File: src/rtl/mem_access_unit_if.sv
// Data-side memory bus between the M-stage access unit and the memory system.
// master: the access unit (issues requests), slave: memory / cache side.
interface mem_access_unit_if;
  logic        data_req;
  logic        data_wr;
  logic [1:0]  data_size;
  logic [31:0] data_addr;
  logic [31:0] data_wdata;
  logic [3:0]  data_wstrb;
  logic        data_addr_ok;
  logic        data_data_ok;
  logic [31:0] data_rdata;

  modport master (
    output data_req, data_wr, data_size, data_addr, data_wdata, data_wstrb,
    input  data_addr_ok, data_data_ok, data_rdata
  );

  modport slave (
    input  data_req, data_wr, data_size, data_addr, data_wdata, data_wstrb,
    output data_addr_ok, data_data_ok, data_rdata
  );
endinterface

File: src/rtl/mem_access_unit.sv
// M-stage load/store unit: turns the M-stage instruction into one request on
// the addr_ok/data_ok bus, stalls the pipeline while the access is in flight,
// and aligns/extends load data.
// Optional feature: define MEM_ALIGN_CHECK_EN to flag misaligned half/word
// accesses (adelM/adesM) and suppress their bus requests.
module mem_access_unit (
  input  logic              clk,
  input  logic              rst,
  input  logic              mem_readM,
  input  logic              mem_writeM,
  input  logic [1:0]        mem_sizeM,
  input  logic              load_unsignedM,
  input  logic [31:0]       aluoutM,
  input  logic [31:0]       rt_valueM,
  input  logic              cancelM,
  input  logic              m_advance,
  mem_access_unit_if.master bus,
  output logic [31:0]       mem_rdataM,
  output logic              mem_stall,
  output logic              adelM,
  output logic              adesM
);

  typedef enum logic [1:0] {IDLE, WAIT_ADDR, WAIT_DATA, DONE} state_t;

  // Everything a request carries, plus what the load path needs later.
  typedef struct packed {
    logic        wr;
    logic [1:0]  size;
    logic [31:0] addr;
    logic [31:0] wdata;
    logic [3:0]  wstrb;
    logic        uns;
  } access_t;

  function automatic logic [3:0] strb_of(input logic wr, input logic [1:0] size,
                                         input logic [1:0] off);
    logic [3:0] s;
    s = 4'b0000;
    if (wr) begin
      case (size)
        2'b00:   s = 4'b0001 << off;
        2'b01:   s = off[1] ? 4'b1100 : 4'b0011;
        default: s = 4'b1111;
      endcase
    end
    return s;
  endfunction

  function automatic logic [31:0] wdata_of(input logic [1:0] size, input logic [31:0] rt);
    logic [31:0] d;
    case (size)
      2'b00:   d = {4{rt[7:0]}};
      2'b01:   d = {2{rt[15:0]}};
      default: d = rt;
    endcase
    return d;
  endfunction

  function automatic logic [31:0] load_of(input logic [31:0] raw, input logic [1:0] size,
                                          input logic [1:0] off, input logic uns);
    logic [7:0]  b;
    logic [15:0] h;
    logic [31:0] r;
    b = raw[{off, 3'b000} +: 8];
    h = off[1] ? raw[31:16] : raw[15:0];
    case (size)
      2'b00:   r = {{24{b[7] & ~uns}}, b};
      2'b01:   r = {{16{h[15] & ~uns}}, h};
      default: r = raw;
    endcase
    return r;
  endfunction

  state_t      state, state_nx;
  access_t     live, held, drive;
  logic        addr_err;
  logic        access;
  logic        discard_q;
  logic        discard_hit;
  logic [31:0] rdata_q;
  logic [31:0] load_src;

`ifdef MEM_ALIGN_CHECK_EN
  logic is_half, is_word;
  assign is_half  = (mem_sizeM == 2'b01);
  assign is_word  = mem_sizeM[1];
  assign addr_err = (is_half & aluoutM[0]) | (is_word & (aluoutM[1:0] != 2'b00));
  assign adelM    = mem_readM & addr_err;
  assign adesM    = mem_writeM & addr_err;
`else
  assign addr_err = 1'b0;
  assign adelM    = 1'b0;
  assign adesM    = 1'b0;
`endif

  assign access      = (mem_readM | mem_writeM) & ~cancelM & ~addr_err;
  // A flush that lands while data is outstanding, now or earlier, kills the result.
  assign discard_hit = discard_q | cancelM;

  // Package the live M-stage instruction as a bus access.
  always_comb begin
    live.wr    = mem_writeM;
    live.size  = mem_sizeM;
    live.addr  = aluoutM;
    live.wdata = wdata_of(mem_sizeM, rt_valueM);
    live.wstrb = strb_of(mem_writeM, mem_sizeM, aluoutM[1:0]);
    live.uns   = load_unsignedM;
  end

  // State register.
  always_ff @(posedge clk) begin
    // NOTE: registers use non-blocking assignments so every flop samples pre-edge values.
    if (rst) state <= IDLE;
    else     state <= state_nx;
  end

  // Next-state logic.
  always_comb begin
    // NOTE: default first, so no branch leaves state_nx unassigned and infers a latch.
    state_nx = state;
    case (state)
      IDLE:      if (access) state_nx = bus.data_addr_ok ? WAIT_DATA : WAIT_ADDR;
      WAIT_ADDR: begin
        if (cancelM)               state_nx = IDLE;
        else if (bus.data_addr_ok) state_nx = WAIT_DATA;
      end
      WAIT_DATA: if (bus.data_data_ok) state_nx = (discard_hit | m_advance) ? IDLE : DONE;
      DONE:      if (m_advance) state_nx = IDLE;
      default:   state_nx = IDLE;
    endcase
  end

  // Bus request, stall and load-result outputs.
  always_comb begin
    drive         = (state == IDLE) ? live : held;
    bus.data_req  = 1'b0;
    mem_stall     = 1'b0;
    case (state)
      IDLE: begin
        bus.data_req = access;
        mem_stall    = access;
      end
      WAIT_ADDR: begin
        bus.data_req = ~cancelM;
        mem_stall    = 1'b1;
      end
      WAIT_DATA: mem_stall = ~bus.data_data_ok;
      default:   ;
    endcase
    bus.data_wr    = drive.wr;
    bus.data_size  = drive.size;
    bus.data_addr  = drive.addr;
    bus.data_wdata = drive.wdata;
    bus.data_wstrb = drive.wstrb;
    load_src       = (state == WAIT_DATA && bus.data_data_ok) ? bus.data_rdata : rdata_q;
    mem_rdataM     = load_of(load_src, held.size, held.addr[1:0], held.uns);
  end

  // Latch the issued access, track discards, capture returned data.
  always_ff @(posedge clk) begin
    if (rst) begin
      // NOTE: the capture register is reset as well, so a load result never leaks across reset.
      held      <= '0;
      discard_q <= 1'b0;
      rdata_q   <= 32'h0;
    end else begin
      if (state == IDLE && access) held <= live;
      if (state == WAIT_DATA) discard_q <= bus.data_data_ok ? 1'b0 : discard_hit;
      else                    discard_q <= 1'b0;
      if (state == WAIT_DATA && bus.data_data_ok && !discard_hit) rdata_q <= bus.data_rdata;
    end
  end

endmodule
File: src/flat_wrapper.sv
// flat-port wrapper written by rule: the top's interface ports become plain ports
module mem_access_unit_flat 
  (clk, rst, mem_readM, mem_writeM, mem_sizeM, load_unsignedM, aluoutM, rt_valueM, cancelM, m_advance, mem_rdataM, mem_stall, adelM, adesM, bus_data_req, bus_data_wr, bus_data_size, bus_data_addr, bus_data_wdata, bus_data_wstrb, bus_data_addr_ok, bus_data_data_ok, bus_data_rdata);
  mem_access_unit_if bus_i ();
  input  logic clk;
  input  logic rst;
  input  logic mem_readM;
  input  logic mem_writeM;
  input  logic [1:0] mem_sizeM;
  input  logic load_unsignedM;
  input  logic [31:0] aluoutM;
  input  logic [31:0] rt_valueM;
  input  logic cancelM;
  input  logic m_advance;
  output logic [31:0] mem_rdataM;
  output logic mem_stall;
  output logic adelM;
  output logic adesM;
  output wire logic [$bits(bus_i.data_req)-1:0] bus_data_req;
  output wire logic [$bits(bus_i.data_wr)-1:0] bus_data_wr;
  output wire logic [$bits(bus_i.data_size)-1:0] bus_data_size;
  output wire logic [$bits(bus_i.data_addr)-1:0] bus_data_addr;
  output wire logic [$bits(bus_i.data_wdata)-1:0] bus_data_wdata;
  output wire logic [$bits(bus_i.data_wstrb)-1:0] bus_data_wstrb;
  input wire logic [$bits(bus_i.data_addr_ok)-1:0] bus_data_addr_ok;
  input wire logic [$bits(bus_i.data_data_ok)-1:0] bus_data_data_ok;
  input wire logic [$bits(bus_i.data_rdata)-1:0] bus_data_rdata;
  assign bus_data_req = bus_i.data_req;
  assign bus_data_wr = bus_i.data_wr;
  assign bus_data_size = bus_i.data_size;
  assign bus_data_addr = bus_i.data_addr;
  assign bus_data_wdata = bus_i.data_wdata;
  assign bus_data_wstrb = bus_i.data_wstrb;
  assign bus_i.data_addr_ok = bus_data_addr_ok;
  assign bus_i.data_data_ok = bus_data_data_ok;
  assign bus_i.data_rdata = bus_data_rdata;
  mem_access_unit u_core (.clk(clk), .rst(rst), .mem_readM(mem_readM), .mem_writeM(mem_writeM), .mem_sizeM(mem_sizeM), .load_unsignedM(load_unsignedM), .aluoutM(aluoutM), .rt_valueM(rt_valueM), .cancelM(cancelM), .m_advance(m_advance), .bus(bus_i), .mem_rdataM(mem_rdataM), .mem_stall(mem_stall), .adelM(adelM), .adesM(adesM));
endmodule
File: config.mk
export PLATFORM = sky130hd
export DESIGN_NAME = mem_access_unit_flat
export DESIGN_NICKNAME = d
export VERILOG_FILES = /design/src/rtl/mem_access_unit_if.sv /design/src/rtl/mem_access_unit.sv /design/src/flat_wrapper.sv
export SDC_FILE = /design/constraint.sdc
export NUM_CORES = 1
export LEC_CHECK = 0
export CAP_MARGIN = 30
export CORE_ASPECT_RATIO = 1.75
export CORE_MARGIN = 2
export CORE_UTILIZATION = 42
export CTS_BUF_LIST = sky130_fd_sc_hd__clkbuf_4 sky130_fd_sc_hd__clkbuf_8
export DETAILED_ROUTE_END_ITERATION = 16
export MAX_ROUTING_LAYER = met4
export PLACE_DENSITY = 0.79
export SLEW_MARGIN = 30
export SYNTH_ARGS = -nofsm -noshare
export SYNTH_HDL_FRONTEND = slang
export SYNTH_SLANG_ARGS = --single-unit
File: constraint.sdc
create_clock -name clk -period 2.59 [get_ports clk]
set_clock_uncertainty 0.2 [all_clocks]
set_input_delay 0.3885 -clock clk [delete_from_list [all_inputs] [get_ports clk]]
set_output_delay 0.3885 -clock clk [all_outputs]
set_load 0.005 [all_outputs]
# --- After elaboration in Yosys (flattened, before gate mapping) ---
# Cells that the tools add are included.
classes:
  n_lt_le_gt_ge: 0
  div_mod_pow: 0
  add_sub_neg: 0
  mul: 0
  bitwise: 10
  n_reduce_logical: 9
  muxes: 18
  shifts: 2
  n_eq_ne: 9
op_table:
  columns: ["cell", "n"]
  rows:
  - ["$pmux W32 S2", 2]
  - ["$mux W72", 1]
  - ["$mux W32", 1]
  - ["$shiftx A32 B6 Y8", 1]
  - ["$mux W16", 1]
  - ["$mux W2", 7]
  - ["$mux W4", 2]
  - ["$pmux W2 S4", 1]
  - ["$pmux W4 S2", 1]
  - ["$eq A2 B1 Y1 const B", 3]
  - ["$logic_not A2 Y1", 3]
  - ["$eq A2 B2 Y1 const B", 2]
  - ["$ne A2 B2 Y1 const B", 2]
  - ["$not A1 Y1", 4]
  - ["$reduce_and A4 Y1", 1]
  - ["$shl A1 B2 Y4 const A", 1]
  - ["$and A1 B1 Y1", 3]
  - ["$logic_and A1 B1 Y1", 3]
  - ["$ne A3 B3 Y1 const B", 1]
  - ["$or A1 B1 Y1", 3]
  - ["$pmux W1 S3", 1]
  - ["$reduce_or A3 Y1", 1]
  - ["$ne A2 B1 Y1 const B", 1]
  - ["$pmux W1 S2", 1]
  - ["$logic_not A1 Y1", 1]
word_totals:
  regBits: 107
  mem_bits_rw: 0
  latch_bits: 0
  n_memories: 0
  romBits: 0
  out_inout_bits: 107
  elab_cells: 57
  in_bits: 107

# --- Longest topological paths before layout ---
# Gate-level depths: netlist of run 1.
depth:
  word_depth: 6
  mapped_depth: 9
  mapped_depth_nobuf: 5

# --- Worst setup path before layout of run 1 ---
# No wires, ideal clock.
synth_path:
  kind: "reg-to-output"
  from: "reg u_core.state[0]"
  to: "out mem_rdataM[16]"
  t_required_ps: 2002
  stages_incl_launch_ff: 9
  arrival_ps: 2008
  slack_ps: -7
  path_buffers: 3
  path_cell_list: "dfxtp_1 buf_4 and3b_1 buf_6 mux4_2 a2111oi_4 o22ai_2 buf_6 a21oi_2"
synth_via:
  elab_chain_len: 6
  elab_cells_between_ends: 8
  cone_classes: "eq/ne (1); shift (1); mux (3); bitwise (2); reduce/logical (1)"
synth_rtl:
  columns: ["item", "line_no", "text"]
  rows:
  - ["start: declaration", "mem_access_unit.sv:75", "state_t state, state_nx;"]
  - ["start signal: assignment", "mem_access_unit.sv:115", "else state <= state_nx;"]
  - ["$eq A2 B2 Y1 *", "mem_access_unit.sv:156", "load_src = (state == WAIT_DATA && bus.data_data_ok) ? bus.data_rdata : rdata_q;"]
  - ["$logic_and A1 B1 Y1 *", "mem_access_unit.sv:156", null]
  - ["$mux W32 *", "mem_access_unit.sv:156", null]
  - ["$shiftx A32 B6 Y8 / $mux W16 (equally long branches)", "mem_access_unit.sv:65, mem_access_unit.sv:66", null]
  - ["$and A1 B1 Y1, on equally long branches", "mem_access_unit.sv:68, mem_access_unit.sv:69", null]
  - ["$pmux W32 S2 *", "mem_access_unit.sv:67", "case (size)"]
  - ["end: declaration", "flat_wrapper.sv:15", "output logic [31:0] mem_rdataM;"]
# Every way passes the cells marked *; elsewhere a longest branch is shown, timed or not.

# --- Worst setup path after layout of run 1 ---
layout_path:
  from: "in bus_data_rdata[31]"
  to: "out mem_rdataM[15]"
layout_via:
  elab_chain_len: 4
  elab_cells_between_ends: 5
  cone_classes: "shift (1); mux (3); bitwise (1)"
layout_rtl:
  columns: ["item", "line_no", "text"]
  rows:
  - ["start: declaration", "flat_wrapper.sv:27", "input wire logic [$bits(bus_i.data_rdata)-1:0] bus_data_rdata;"]
  - ["$mux W32 *", "mem_access_unit.sv:156", null]
  - ["$shiftx A32 B6 Y8", "mem_access_unit.sv:65", "b = raw[{off, 3'b000} +: 8];"]
  - ["$and A1 B1 Y1", "mem_access_unit.sv:68", "2'b00: r = {{24{b[7] & ~uns}}, b};"]
  - ["$pmux W32 S2 *", "mem_access_unit.sv:67", null]
# Marks and branches as above.

==> flow_summary.json, run 1 <==
{
  "dr.first_iter.drc_count": 301,
  "critPathRequiredTime_ps": 2000,
  "routed_wl_um": 22300,
  "numPlacedInstances": 1277,
  "clock-root-buffer": "clkbuf_8",
  "area_delta_synth_final_pct": 56.9,
  "period_share_pct": 122,
  "ys_ff_latch": 107,
  "gr-total-overflow": 0,
  "yosys.area.top_type": "dfxtp_1",
  "die_w_um": 94.7,
  "io_buffer_count": 211,
  "setup_ws_ps": -561,
  "initial_utilization_pct": 42.5,
  "htreeDepth": 3,
  "cp.arrival_ps": 2560,
  "worst_slew_pin_slew_ps": 635,
  "reg2reg_depth": 8,
  "postSynthAreaPerCell_um2": 6.93,
  "clk_pin_slew_ps": 120,
  "stdcell_count": 1323,
  "holdPathStages": 3,
  "antenna_cells": 0,
  "drv_cap": 0,
  "antenna_found_initial": 0,
  "yosysWarnings": 0,
  "postRouteAntennaNets": 0,
  "post_dp_cell_area_mm2": 0.00886,
  "startpoint_type": "primary input",
  "synth.cells.most_frequent": "nand2_1, dfxtp_1, a21oi_1",
  "drcViolationCount": 0,
  "grt_usage_pct": 28.7,
  "yosys.area.top_type_share_pct": 35.4,
  "critPathBufInv": 4,
  "ys_seq_area_share_pct": 35.4,
  "violations": "negative setup slack",
  "synth_area_leaders": "dfxtp_1, nand2_1, mux2i_1, a21oi_1, clkbuf_1",
  "end_kind": "output pin",
  "critPathMaxFanout": 2,
  "cts_tree": "yes",
  "first_pass_iters": 4,
  "irDropWorstVdd_v": 0.000436,
  "post-route-util_pct": 66.7,
  "setup_violations": 51,
  "maxSlewHeadroom_pct": 57.7,
  "grt_pass1_wl_um": 33400,
  "crit_chain": "clkdlybuf4s50_1, mux2i_1, mux4_2, a2111oi_4, buf_4, buf_6, a21oi_2, a31oi_1, buf_2",
  "netlist_area_mm2": 0.00605,
  "cts_buffers": 9,
  "grt_pass1_vias": 6733,
  "die_h_um": 163,
  "ioPinCount": 214,
  "clk_latency_ps": 380,
  "dieArea_mm2": 0.0154,
  "yosys.cell_types.count": 39,
  "netlist_instances": 872,
  "vias": 7158,
  "gp_congestion": 0.869,
  "p_leak_nw": 3.97,
  "critPathSlowestCell": "mux4_2",
  "cp_num_cells": 9,
  "synth_ff_type": "dfxtp_1",
  "pwr_density_cell_mw_per_mm2": 444,
  "synth_edf_count": 0,
  "status": "finished, violations left",
  "critPathKind": "primary input to output pin",
  "hold_viol": 0,
  "core_mm2": 0.0142,
  "dpl.hpwl_um": 15000,
  "dpl_worst_slack_ps": -1070,
  "r2r_setup_slack_ps": 430,
  "wire_per_inst_um": 16.9,
  "rows": 58,
  "max_freq_mhz": 317,
  "stdcell_area_mm2": 0.00949,
  "p_total_mw": 4.21,
  "rsz0062_at_grt": "yes",
  "slowest_delay_ps": 510,
  "grt_max_degree": 77,
  "min_path_type": "primary input to flip-flop",
  "clock_path_buffers": 2,
  "synth_most_common_cell": "nand2_1",
  "cts_hold_buf": 0,
  "min_period_ps": 3150,
  "clock_sinks": 107,
  "async_reset_ff_share_pct": 0,
  "nNetsFinal": 1245,
  "finalMaxSlewViolations": 0,
  "via_per_inst": 5.41,
  "drive_gt1_share_pct": 20.2,
  "path_delay_family": "buffers and inverters"
}
-- layout by cell type, fill, tap and decap left out, types with 3 or more instances in the layout --
master           Yosys  routed
nand2_1            339     337
clkdlybuf4s50_1      0     135
dfxtp_1            107     105
buf_4                5      92
a21oi_1             96      90
mux2i_1             56      45
nor2_1              44      41
dlygate4sd2_1        0      34
o21ai_0             43      30
buf_2                3      27
a211oi_1            17      17
a21oi_2             10      14
nor2b_1             12      12
buf_12               0      12
o21ai_1              0      10
clkbuf_8             0       9
buf_6                2       9
dlymetal6s2s_1       0       8
a22oi_2              0       6
mux2i_4              0       6
nor3_1               7       6
mux4_2               5       5
o21bai_1             5       5
mux2i_2              0       5
or2_4                0       5
o21a_1               5       5
a31oi_1              9       5
or3_1                4       4
nand3_2              0       4
inv_6                0       4
clkbuf_2             0       4
inv_1                3       3
nand2b_1             3       3
a2bb2oi_1            3       3
a31oi_4              0       3
o21ai_2              0       3
-- report_power, final --
group / internal, mW / switching [mW] / total [mW]
clock network: 0.378 / 0.655 / 1.03
registers: 1.73 / 0.0507 / 1.78
logic: 0.721 / 0.671 / 1.39
total: 2.83 / 1.38 / 4.21
-- timing repair --
item,in CTS,in global routing
buffers inserted,17,11
endpoints found under the setup margin,101,74
pin swaps,14,10
gates resized for setup,214,46
gates cloned,6,0
-- layout make-up --
cell class	instances	area (um2)
Clock buffer	9	124
Clock inverter	7	65.1
Fill cell	1193	4740
Inverter	3	11.3
Multi-Input combinational cell	693	3920
Sequential cell	107	2140
Tap cell	180	225
Timing Repair Buffer	324	3000
-- worst min-delay path, cell delays in order --
cell           delay [ps]
dlygate4sd2_1         230
buf_4                 130
nor4_1                 40
-- logic make-up (layout without fill, tap and decap cells) --
logic type	count (synthesis)	after routing	share of synthesized area (%)
and+or+nand+nor	421	424	27.6
AOI/OAI and AO/OA	205	205	20.3
DFF	107	107	35.4
buffers and inverters	76	343	5.34
muxes	62	62	11.3
other	1	2	0.0620
-- sequential cells by signal, indices dropped and copies added (netlist names) --
register	cells
u_core.discard_q	1
u_core.held	72
u_core.rdata_q	32
u_core.state	2
-- layer usage --
metal	wire length, um	share of wire, %	vias to the layer above	global-route usage, %
met5	0	0	-	-
met3	1400	6.3	73	5.74
met1	8020	36	3346	29.8
met2	11900	53	287	50.1
met4	1010	4.5	0	15.0
li1	-	-	3452	-
-- stage by stage --
step / hold WS (ps) / TNS, ps
after floorplan: 234 / 0
after global placement: 240 / -30120
after detailed placement: 247 / -30540
after CTS: 228 / -17350
after global routing: 220 / -17530
final: 241 / -13730
-- worst paths after layout --
check                      from                  to
min            bus_data_data_ok    u_core.discard_q
min reg2reg  u_core.rdata_q[14]  u_core.rdata_q[14]
max          bus_data_rdata[31]      mem_rdataM[15]
max reg2reg     u_core.state[0]      u_core.held[1]
No activity file was read; power rests on OpenSTA's default activity.
==> run 2: changes to the inputs <==
CORE_MARGIN = not set   (was 2)
==> flow_summary.json, run 2 (synthesized netlist as in run 1, its figures left out) <==
{
  "initial_utilization_pct": 43.3,
  "first_pass_iters": 6,
  "critPathRequiredTime_ps": 2000,
  "switching_share_pct": 31.9,
  "clk_latency_ps": 370,
  "end_kind": "output pin",
  "core_mm2": 0.0140,
  "post-route-util_pct": 68.6,
  "status": "finished, violations left",
  "drcViolationCount": 0,
  "dpl_worst_slack_ps": -1020,
  "crit_chain": "and3b_2, mux4_2, a2111oi_4, buf_4, o22ai_4, buf_12, buf_12, a21oi_2, buf_2",
  "cp.arrival_ps": 2520,
  "top_register": "u_core.held",
  "p_clk_share_pct": 25.8,
  "p_sw_mw": 1.37,
  "htreeDepth": 3,
  "grt_pass1_vias": 6950,
  "seqPwrFrac_pct": 41.7,
  "use_met2_pct": 54.3,
  "top_regs": "u_core.held (72), u_core.rdata_q (32), u_core.state (2)",
  "critPathKind": "flip-flop to output pin",
  "clk_pin_slew_ps": 110,
  "irDropWorstVdd_v": 0.000269,
  "tns_ps": -12910,
  "drive_gt1_share_pct": 22.8,
  "gp_congestion": 1.01,
  "die_w_um": 92.7,
  "setup_violations": 32,
  "clock-root-buffer": "clkbuf_8",
  "cts_buffers": 9,
  "startpoint_type": "flip-flop",
  "via_per_inst": 5.40,
  "critPathSlowestCell": "mux4_2",
  "violations": "negative setup slack",
  "setup_ws_ps": -519,
  "min_period_ps": 3110,
  "p_int_mw": 2.91,
  "dpl.hpwl_um": 14600,
  "vias": 7190,
  "antenna_found_initial": 0,
  "slowest_delay_ps": 530,
  "dr.first_iter.drc_count": 284,
  "use_met1_pct": 30.2,
  "cts_hold_buf": 0,
  "finalMaxSlewViolations": 0,
  "rows": 57,
  "maxSlewHeadroom_pct": 64.6,
  "antenna_cells": 0,
  "clock_path_buffers": 2,
  "io_buffer_count": 211,
  "grt_max_degree": 77,
  "p_leak_nw": 4.11,
  "use_met3_pct": 4.55,
  "postRouteAntennaNets": 0,
  "gr-total-overflow": 0,
  "final_common_cell": "nand2_1",
  "crit_top_cell": "buf_12",
  "cts_tree": "yes",
  "rsz0062_at_grt": "yes",
  "largest_reg_flops": 72,
  "area_delta_synth_final_pct": 58.6,
  "ioPinCount": 214,
  "wire_per_inst_um": 16.8,
  "worst_slew_pin_slew_ps": 528,
  "period_share_pct": 120,
  "max_freq_mhz": 322,
  "final_cell_mix": "nand2_1, dfxtp_1, clkdlybuf4s50_1, a21oi_1, buf_4",
  "hold_viol": 0,
  "clock_sinks": 107,
  "pwr_density_cell_mw_per_mm2": 446,
  "min_path_type": "primary input to flip-flop",
  "grt_pass1_wl_um": 34200,
  "critPathMaxFanout": 5,
  "routed_wl_um": 22300,
  "combPwrFrac_pct": 32.5,
  "dieArea_mm2": 0.0149,
  "drv_cap": 0,
  "grt_usage_pct": 30.0,
  "top_usage_layer": "met2",
  "nNetsFinal": 1256,
  "die_h_um": 161
}
## run 2: cell types whose count changed in the layout (fill, tap and decap cells not counted), moves of 7 or more
cell / delta
buf_2: +14
buf_6: +11
o21ai_2: +7
dlygate4sd2_1: +19
o21ai_0: -7
clkdlybuf4s50_1: -32
## run 2: power by group through the flow
| stage | registers, mW | logic, mW | clock network (mW) |
|---|---|---|---|
| final | 1.78 | 1.39 | 1.11 |
| after global routing | 1.79 | 1.50 | 1.20 |
| after CTS | 1.78 | 1.34 | 1.13 |
| after detailed placement | 1.82 | 1.32 | 0 |
| after global placement | 1.81 | 1.31 | 0 |
| after floorplan | 1.80 | 0.557 | 0 |
## run 2: area by class of cell
| class | instances | area, um2 |
|---|---|---|
| tap | 177 | 221 |
| inverter | 3 | 11.3 |
| multi-input combinational | 692 | 3890 |
| sequential | 107 | 2140 |
| clock inverter | 7 | 85.1 |
| fill | 1158 | 4390 |
| clock buffer | 9 | 124 |
| timing repair buffer | 336 | 3110 |
## run 2: worst max-delay path, delay by kind of cell (launching register included)
| family | cells | cell delay (ps) |
|---|---|---|
| buffers and inverters | 4 | 590 |
| AOI/OAI and AO/OA | 3 | 420 |
| DFF | 1 | 370 |
| and+or+nand+nor | 1 | 240 |
| muxes | 1 | 530 |
## run 2: final timing paths
check	from	to	slack, ps	depth (start not counted)
max	u_core.state[1]	mem_rdataM[19]	-520	9
min	rst	u_core.rdata_q[26]	150	2
max reg2reg	u_core.state[0]	u_core.held[29]	300	9
min reg2reg	u_core.rdata_q[21]	u_core.rdata_q[21]	260	2
## run 2: what timing repair did
item	4_1_cts	5_1_grt
resized for setup	309	45
pin swaps	17	14
cloned	6	2
setup endpoints to repair	100	75
buffers inserted	30	12
## run 2: per-stage QoR
| stage | instances | hold slack, ps | instance area (um2) | total power [mW] |
|---|---|---|---|---|
| finish | 1331 | 154 | 9590 | 4.28 |
| floorplan | 873 | 234 | 6050 | 2.36 |
| CTS | 1320 | 142 | 9440 | 4.25 |
| global placement | 1269 | 241 | 8800 | 3.12 |
| detailed placement | 1269 | 246 | 8800 | 3.14 |
| global route | 1331 | 136 | 9590 | 4.49 |
## run 2: routing by layer
metal | wire [um] | part of all wire, %
met1 | 7940 | 36
met2 | 11900 | 53
met3 | 1290 | 5.8
met4 | 1150 | 5.1
met5 | 0 | 0
